`src/rtl/eth_pkg.sv`:
```
`default_nettype none
// ============================================================================
// Package  : eth_pkg
// Brief    : Ethernet/ARP field constants and transmit FSM state encoding.
// Revision : 1.0
// ============================================================================
package eth_pkg;

    localparam logic [15:0] ETHERTYPE_ARP  = 16'h0806;
    localparam logic [15:0] ETHERTYPE_IPV4 = 16'h0800;
    localparam logic [15:0] ARP_HTYPE_ETH  = 16'h0001;
    localparam logic [7:0]  ARP_HLEN_ETH   = 8'h06;
    localparam logic [7:0]  ARP_PLEN_IPV4  = 8'h04;
    localparam logic [15:0] ARP_OPER_REQ   = 16'h0001;
    localparam logic [15:0] ARP_OPER_RESP  = 16'h0002;

    localparam logic [7:0]  PREAMBLE_BYTE  = 8'h55;
    localparam logic [7:0]  SFD_BYTE       = 8'hD5;
    localparam int          PREAMBLE_LEN   = 7;
    localparam int          IFG_LEN        = 12;
    localparam int          MIN_PAD_LEN    = 18;

    // Byte offsets within the frame, counted from the first preamble byte
    localparam logic [6:0]  OFS_SFD        = 7'd7;
    localparam logic [6:0]  OFS_HDR_LAST   = 7'd49;
    localparam logic [6:0]  OFS_PAD_LAST   = 7'd67;
    localparam logic [6:0]  OFS_FCS_LAST   = 7'd71;

    typedef enum logic [2:0] {
        ST_IDLE     = 3'd0,
        ST_PREAMBLE = 3'd1,
        ST_HEADER   = 3'd2,
        ST_PAD      = 3'd3,
        ST_FCS      = 3'd4,
        ST_IFG      = 3'd5
    } tx_state_t;

endpackage
`default_nettype wire

```
`src/rtl/eth_crc32.sv`:
```
`default_nettype none
// ============================================================================
// Module   : eth_crc32
// Brief    : Byte-wise Ethernet CRC-32 (poly 0x04C11DB7, reflected, init all-ones).
//            crc is the raw register; the caller complements it for the FCS.
// Revision : 1.0
// ============================================================================
module eth_crc32 (
    input  logic        clk,
    input  logic        rst_n,
    input  logic        init,
    input  logic        en,
    input  logic [7:0]  data,
    output logic [31:0] crc
);

    localparam logic [31:0] c_poly_refl = 32'hEDB8_8320;

    logic [31:0] r_crc;
    logic [31:0] w_crc_next;

    // LSB-first shift of one byte through the reflected polynomial
    always_comb begin
        w_crc_next = r_crc;
        for (int i = 0; i < 8; i++) begin
            if (w_crc_next[0] ^ data[i]) begin
                w_crc_next = (w_crc_next >> 1) ^ c_poly_refl;
            end else begin
                w_crc_next = w_crc_next >> 1;
            end
        end
    end

    always_ff @(posedge clk or negedge rst_n) begin
        if (!rst_n) begin
            r_crc <= '1;
        end else if (init) begin
            r_crc <= '1;
        end else if (en) begin
            r_crc <= w_crc_next;
        end
    end

    assign crc = r_crc;

endmodule
`default_nettype wire

```
`src/rtl/arp_reply_tx.sv`:
```
`default_nettype none
// ============================================================================
// Module   : arp_reply_tx
// Brief    : Builds and streams ARP reply frames (preamble to pad/FCS) for
//            decoded ARP requests addressed to SELF_IP, with one pending slot.
// Config   : define ARP_REPLY_FCS_EN to append the CRC-32 FCS (72-byte frame);
//            otherwise the frame ends after the pad (68 bytes).
// Revision : 1.0
// ============================================================================
module arp_reply_tx
    import eth_pkg::*;
#(
    parameter logic [47:0] SELF_MAC = 48'h0023_543C_471B,
    parameter logic [31:0] SELF_IP  = 32'h0A00_0021
) (
    input  logic        eth_tx_clk,
    input  logic        rst_n,
    input  logic        i_req_valid,
    output logic        o_req_ready,
    input  logic [47:0] i_req_sha,
    input  logic [31:0] i_req_spa,
    input  logic [31:0] i_req_tpa,
    output logic [7:0]  o_tx_data,
    output logic        o_tx_en,
    output logic        o_busy,
    output logic [15:0] o_reply_cnt,
    output logic [15:0] o_drop_cnt
);

    localparam logic [3:0] c_ifg_last = 4'(IFG_LEN - 1);

    tx_state_t r_state;
    tx_state_t w_next_state;

    logic [6:0]  r_byte_idx;
    logic [3:0]  r_ifg_cnt;
    logic        r_slot_full;
    logic [47:0] r_slot_sha;
    logic [31:0] r_slot_spa;
    logic [47:0] r_act_sha;
    logic [31:0] r_act_spa;
    logic [15:0] r_reply_cnt;
    logic [15:0] r_drop_cnt;

    logic        w_accept;
    logic        w_tpa_hit;
    logic        w_load;
    logic        w_last_byte;
    logic        w_in_frame;
    logic [7:0]  w_tx_data;
    logic [5:0]  w_hdr_sel;
    logic [41:0][7:0] w_hdr_bytes;

    assign w_accept  = i_req_valid & ~r_slot_full;
    assign w_tpa_hit = (i_req_tpa == SELF_IP);
    assign w_in_frame = (r_state == ST_PREAMBLE) || (r_state == ST_HEADER) ||
                        (r_state == ST_PAD)      || (r_state == ST_FCS);

    // Offsets 8..49 in transmit order; entry 41 is the first header byte
    assign w_hdr_bytes = {r_act_sha, SELF_MAC, ETHERTYPE_ARP, ARP_HTYPE_ETH,
                          ETHERTYPE_IPV4, ARP_HLEN_ETH, ARP_PLEN_IPV4,
                          ARP_OPER_RESP, SELF_MAC, SELF_IP, r_act_sha, r_act_spa};
    assign w_hdr_sel   = 6'(OFS_HDR_LAST - r_byte_idx);

`ifdef ARP_REPLY_FCS_EN
    logic [31:0]     w_crc;
    logic [3:0][7:0] w_fcs_bytes;
    logic            w_crc_en;

    assign w_crc_en    = (r_state == ST_HEADER) || (r_state == ST_PAD);
    assign w_fcs_bytes = ~w_crc;

    eth_crc32 u_crc (
        .clk   (eth_tx_clk),
        .rst_n (rst_n),
        .init  (w_load),
        .en    (w_crc_en),
        .data  (w_tx_data),
        .crc   (w_crc)
    );
`endif

    always_ff @(posedge eth_tx_clk or negedge rst_n) begin
        if (!rst_n) begin
            r_state <= ST_IDLE;
        end else begin
            r_state <= w_next_state;
        end
    end

    always_comb begin
        w_next_state = r_state;
        w_load       = 1'b0;
        w_last_byte  = 1'b0;
        case (r_state)
            ST_IDLE: begin
                if (r_slot_full) begin
                    w_next_state = ST_PREAMBLE;
                    w_load       = 1'b1;
                end
            end
            ST_PREAMBLE: begin
                if (r_byte_idx == OFS_SFD) w_next_state = ST_HEADER;
            end
            ST_HEADER: begin
                if (r_byte_idx == OFS_HDR_LAST) w_next_state = ST_PAD;
            end
            ST_PAD: begin
                if (r_byte_idx == OFS_PAD_LAST) begin
`ifdef ARP_REPLY_FCS_EN
                    w_next_state = ST_FCS;
`else
                    w_next_state = ST_IFG;
                    w_last_byte  = 1'b1;
`endif
                end
            end
`ifdef ARP_REPLY_FCS_EN
            ST_FCS: begin
                if (r_byte_idx == OFS_FCS_LAST) begin
                    w_next_state = ST_IFG;
                    w_last_byte  = 1'b1;
                end
            end
`endif
            ST_IFG: begin
                // A waiting request starts right after the gap, skipping IDLE
                if (r_ifg_cnt == c_ifg_last) begin
                    if (r_slot_full) begin
                        w_next_state = ST_PREAMBLE;
                        w_load       = 1'b1;
                    end else begin
                        w_next_state = ST_IDLE;
                    end
                end
            end
            default: w_next_state = ST_IDLE;
        endcase
    end

    always_comb begin
        w_tx_data = 8'h00;
        case (r_state)
            ST_PREAMBLE: w_tx_data = (r_byte_idx == OFS_SFD) ? SFD_BYTE : PREAMBLE_BYTE;
            ST_HEADER:   w_tx_data = w_hdr_bytes[w_hdr_sel];
`ifdef ARP_REPLY_FCS_EN
            ST_FCS:      w_tx_data = w_fcs_bytes[r_byte_idx[1:0]];
`endif
            default:     w_tx_data = 8'h00;
        endcase
    end

    always_ff @(posedge eth_tx_clk or negedge rst_n) begin
        if (!rst_n) begin
            r_byte_idx <= '0;
            r_ifg_cnt  <= '0;
        end else begin
            if (w_load) begin
                r_byte_idx <= '0;
            end else if (w_in_frame) begin
                r_byte_idx <= r_byte_idx + 7'd1;
            end
            if (r_state == ST_IFG) begin
                r_ifg_cnt <= r_ifg_cnt + 4'd1;
            end else begin
                r_ifg_cnt <= '0;
            end
        end
    end

    // Load and accept never coincide: load needs a full slot, accept an empty one
    always_ff @(posedge eth_tx_clk or negedge rst_n) begin
        if (!rst_n) begin
            r_slot_full <= 1'b0;
            r_slot_sha  <= '0;
            r_slot_spa  <= '0;
            r_act_sha   <= '0;
            r_act_spa   <= '0;
            r_drop_cnt  <= '0;
            r_reply_cnt <= '0;
        end else begin
            if (w_load) begin
                r_slot_full <= 1'b0;
                r_act_sha   <= r_slot_sha;
                r_act_spa   <= r_slot_spa;
            end else if (w_accept && w_tpa_hit) begin
                r_slot_full <= 1'b1;
                r_slot_sha  <= i_req_sha;
                r_slot_spa  <= i_req_spa;
            end
            if (w_accept && !w_tpa_hit) begin
                r_drop_cnt <= r_drop_cnt + 16'd1;
            end
            if (w_last_byte) begin
                r_reply_cnt <= r_reply_cnt + 16'd1;
            end
        end
    end

    assign o_req_ready = ~r_slot_full;
    assign o_tx_en     = w_in_frame;
    assign o_tx_data   = w_tx_data;
    assign o_busy      = (r_state != ST_IDLE);
    assign o_reply_cnt = r_reply_cnt;
    assign o_drop_cnt  = r_drop_cnt;

endmodule
`default_nettype wire

```
`config.mk`:
```
export PLATFORM = sky130hd
export DESIGN_NAME = arp_reply_tx
export DESIGN_NICKNAME = d
export VERILOG_FILES = /design/src/rtl/eth_pkg.sv /design/src/rtl/eth_crc32.sv /design/src/rtl/arp_reply_tx.sv
export SDC_FILE = /design/constraint.sdc
export NUM_CORES = 1
export LEC_CHECK = 0
export CAP_MARGIN = 30
export CORE_MARGIN = 2
export CORE_UTILIZATION = 25
export DETAILED_ROUTE_END_ITERATION = 12
export DONT_BUFFER_PORTS = 1
export HOLD_SLACK_MARGIN = 0.06
export PLACE_DENSITY = 0.45
export SLEW_MARGIN = 30
export SYNTH_ARGS = -nofsm -noshare
export SYNTH_HDL_FRONTEND = slang
export SYNTH_SLANG_ARGS = --single-unit
```
`constraint.sdc`:
```
create_clock -name eth_tx_clk -period 7.1 [get_ports eth_tx_clk]
set_clock_uncertainty 0.1 [all_clocks]
set_input_delay 0.71 -clock eth_tx_clk [delete_from_list [all_inputs] [get_ports eth_tx_clk]]
set_output_delay 0.71 -clock eth_tx_clk [all_outputs]
set_load 0.01 [all_outputs]
```
==> results.sh <==
export IMPL_clk_pin_slew_worst_paths_ns=0.06
export IMPL_synth_seq_cells=207
export IMPL_yosys_warnings=0
export IMPL_ios=158
export IMPL_max_stage_delay_ns=0.72
export IMPL_place_detailed_hpwl_um=14900
export IMPL_combPwrFrac_pct=2.4
export IMPL_numCtsBuffers=26
export IMPL_rrSetupSlack_ns=3.97
export IMPL_ir_drop_mv=0.194
export IMPL_drt_initial_drc_count=282
export IMPL_slowest_stage="o21ai_0"
export IMPL_avgSynthCellArea_um2=13.6
export IMPL_vias_per_cell=4.61
export IMPL_max_slew_worst_pin_slew_ns=0.888
export IMPL_fin_nets=808
export IMPL_fmax_mhz=226
export IMPL_final_setup_tns_ns=0
export IMPL_grt_pass1_vias=5559
export IMPL_startpoint_type="register"
export IMPL_leakage_nw=4.96
export IMPL_synth_cell_area_mm2=0.00930
export IMPL_whs_path_depth=1
export IMPL_cts_sinks=207
export IMPL_wl_per_cell_um=19.1
export IMPL_grt_max_degree=208
export IMPL_dp_slack_ns=3.36
export IMPL_async_flop_share_pct=100
export IMPL_power_density_mw_per_mm2=249
export IMPL_antenna_found_initial=11
export IMPL_p_int_mw=2.07
export IMPL_required_ns=6.29
export IMPL_cts_max_path_buffers=3
export IMPL_core_area_mm2=0.0366
export IMPL_min_path_type="primary input to register"
export IMPL_grt_usage_pct=11.7
export IMPL_grt_pass1_wl_um=34600
export IMPL_finalSetupViolCount=0
export IMPL_synth_flop_cell="dfrtp_1"
export IMPL_h_tree_depth=1
export IMPL_rr_worst_depth=7
export IMPL_synth_area_leaders="dfrtp_1 56%, mux2_2 14%, mux2_1 6.3%, mux4_2 3.9%, xnor2_1 3.3%"
export IMPL_netlist_instances=684
export IMPL_place_gp_congestion=0.834
export IMPL_power_switching_mw=0.593
export IMPL_fin_ws_ns=2.68
export IMPL_r2r_end="r_act_sha[8]"
export IMPL_outcome="completed"
export IMPL_final_cell_mix="206 x dfrtp_1, 112 x mux2_2, 52 x mux2_1"
export IMPL_min_period_ns=4.42
export IMPL_hold_viol=0
export IMPL_die_y_um=197
export IMPL_worst_skew_pair_late_latency_ns=0.55
export IMPL_p_sw_share_pct=22.2
export IMPL_timing_final_crit_share_pct=62.2
export IMPL_hold_end="r_slot_sha[22]"
export IMPL_root_buffer="clkbuf_16"
export IMPL_netlist_area_leader_share_pct=55.7
export IMPL_yosysSeqAreaShare_pct=55.7
export IMPL_post_route_drc_count=0
export IMPL_synth_nets=808
export IMPL_post_cts_setup_buffer_count=0
export IMPL_pwr_share_clk_pct=51.3
export IMPL_grt_overflow_total=0
export IMPL_max_slew_margin_pct=40.6
export IMPL_firstDrtPassIters=4
export IMPL_synth_edf_count=0
export IMPL_cp_max_fo=10
export IMPL_timing_rr_start="r_state[0]"
export IMPL_io_buffers=0
export IMPL_die_area_mm2=0.0388
export IMPL_hp_start="i_req_sha[22]"
export IMPL_via_count=5429
export IMPL_p_seq_share_pct=46.3
export IMPL_die_width_um=197
export IMPL_tritoncts="yes"
export IMPL_worstSetupEndpointType="output port"
export IMPL_maxSlewViolCount=0
export IMPL_initial_core_util_pct=25.4
export IMPL_cpMostUsedCell="o21ai_0"
export IMPL_crit_type="register to output port"
export IMPL_areaGrowthSynthToFinish_pct=15.1
export IMPL_crit_arrival_ns=3.61
export IMPL_final_antenna_net_count=0
export IMPL_cts_resized=0
export IMPL_synth_area_leader_cell="dfrtp_1"
export IMPL_crit_chain="inv_1, ha_1, xnor2_1, nand2_1, o21ai_0, a31oi_1, o21ai_0"
export IMPL_drv_cap=0
export IMPL_drive_gt1_share_pct=26.6
export IMPL_wl_um=22500
export IMPL_layout_commonest_cell="dfrtp_1"
export IMPL_num_rows=70
export IMPL_rsz0062_at_grt="false"
export IMPL_yosys_cell_types_count=54
==> Yosys cell counts (10+ instances only) <==
library cell / instances
dfrtp_1: 207
mux2_2: 112
mux2_1: 52
nand2_1: 37
xnor2_1: 35
nor2_1: 23
nand3_1: 20
mux4_2: 16
o21ai_0: 15
buf_2: 13
a21oi_1: 11
and3_1: 10
clkbuf_1: 10
nor3_1: 10
==> flip-flops by register name, summed over array words and instances (netlist names), 4 cells and up <==
name,flops
r_ifg_cnt,4
r_act_sha,48
r_slot_spa,32
r_act_spa,32
o_drop_cnt,16
r_byte_idx,7
o_reply_cnt,16
r_slot_sha,48
==> metrics by stage <==
stage	cells	instance area, um2	util [%]	hold WS, ns	power [mW]
after floorplan	684	9300	-	0.314	1.28
after global placement	1121	9710	26.5	0.325	1.29
after detailed placement	1121	9710	26.5	0.325	1.29
after CTS	1169	10600	29.1	0.159	2.72
after global routing	1173	10700	29.2	0.162	2.78
final	1177	10700	29.2	0.192	2.66
==> kinds of logic after synthesis <==
| logic type | count (synthesis) | synth area share (%) |
|---|---|---|
| xor gates and xnor gates | 43 | 4.05 |
| adders and majority gates | 9 | 1.21 |
| and+or+nand+nor | 140 | 8.07 |
| DFF | 207 | 55.7 |
| buffers and inverters | 46 | 2.84 |
| muxes | 189 | 24.7 |
| AOI/OAI and AO/OA | 50 | 3.43 |
==> area by class of cell <==
class | instances | area [um2]
clock buffers | 39 | 800
flip-flops and latches | 207 | 5180
diodes | 6 | 15.0
inverters | 10 | 37.5
multi-input cells | 431 | 3880
well taps | 468 | 586
fillers | 3704 | 25900
clock inverters | 8 | 106
repair buffers | 8 | 103
==> power by group through the flow <==
stage	Sequential [mW]	Combinational [mW]	Clock, mW
global route	1.24	0.0741	1.47
detailed placement	1.26	0.0371	0
floorplan	1.25	0.0326	0
global placement	1.26	0.0366	0
finish	1.23	0.0636	1.37
CTS	1.23	0.0637	1.42
==> routing by layer <==
| layer | track usage [%] | part of all wire [%] |
|---|---|---|
| met3 | 4.28 | 7.1 |
| met4 | 3.20 | 2.5 |
| met1 | 15.5 | 45 |
| met2 | 17.8 | 45 |
| met5 | 0 | 0.21 |
==> critical path: cells and delay by family (launching register included) <==
kind | cells | cell delay [ns]
buffers and inverters | 1 | 0.13
adder cells (fa/ha/maj) | 1 | 0.26
flip-flops | 1 | 0.44
AND/OR/NAND/NOR | 1 | 0.35
XOR/XNOR | 1 | 0.65
AO/OA/AOI/OAI | 3 | 1.24
==> what timing repair did <==
| item | CTS | global route |
|---|---|---|
| endpoints found under the setup margin | 0 | 0 |
| endpoints found under the hold margin | 207 | 79 |
| hold buffers | 1 | 1 |
==> worst max path at each step <==
stage                        startpoint           end  slack (ns)
after floorplan           r_byte_idx[1]  o_tx_data[2]        3.93
final                     r_byte_idx[2]  o_tx_data[7]        2.68
after CTS                 r_byte_idx[2]  o_tx_data[7]        2.77
after global placement    r_byte_idx[2]  o_tx_data[7]        3.33
after global routing      r_byte_idx[2]  o_tx_data[7]        2.54
after detailed placement  r_byte_idx[2]  o_tx_data[7]        3.36
Note: power is estimated with default switching activity, not from simulation.
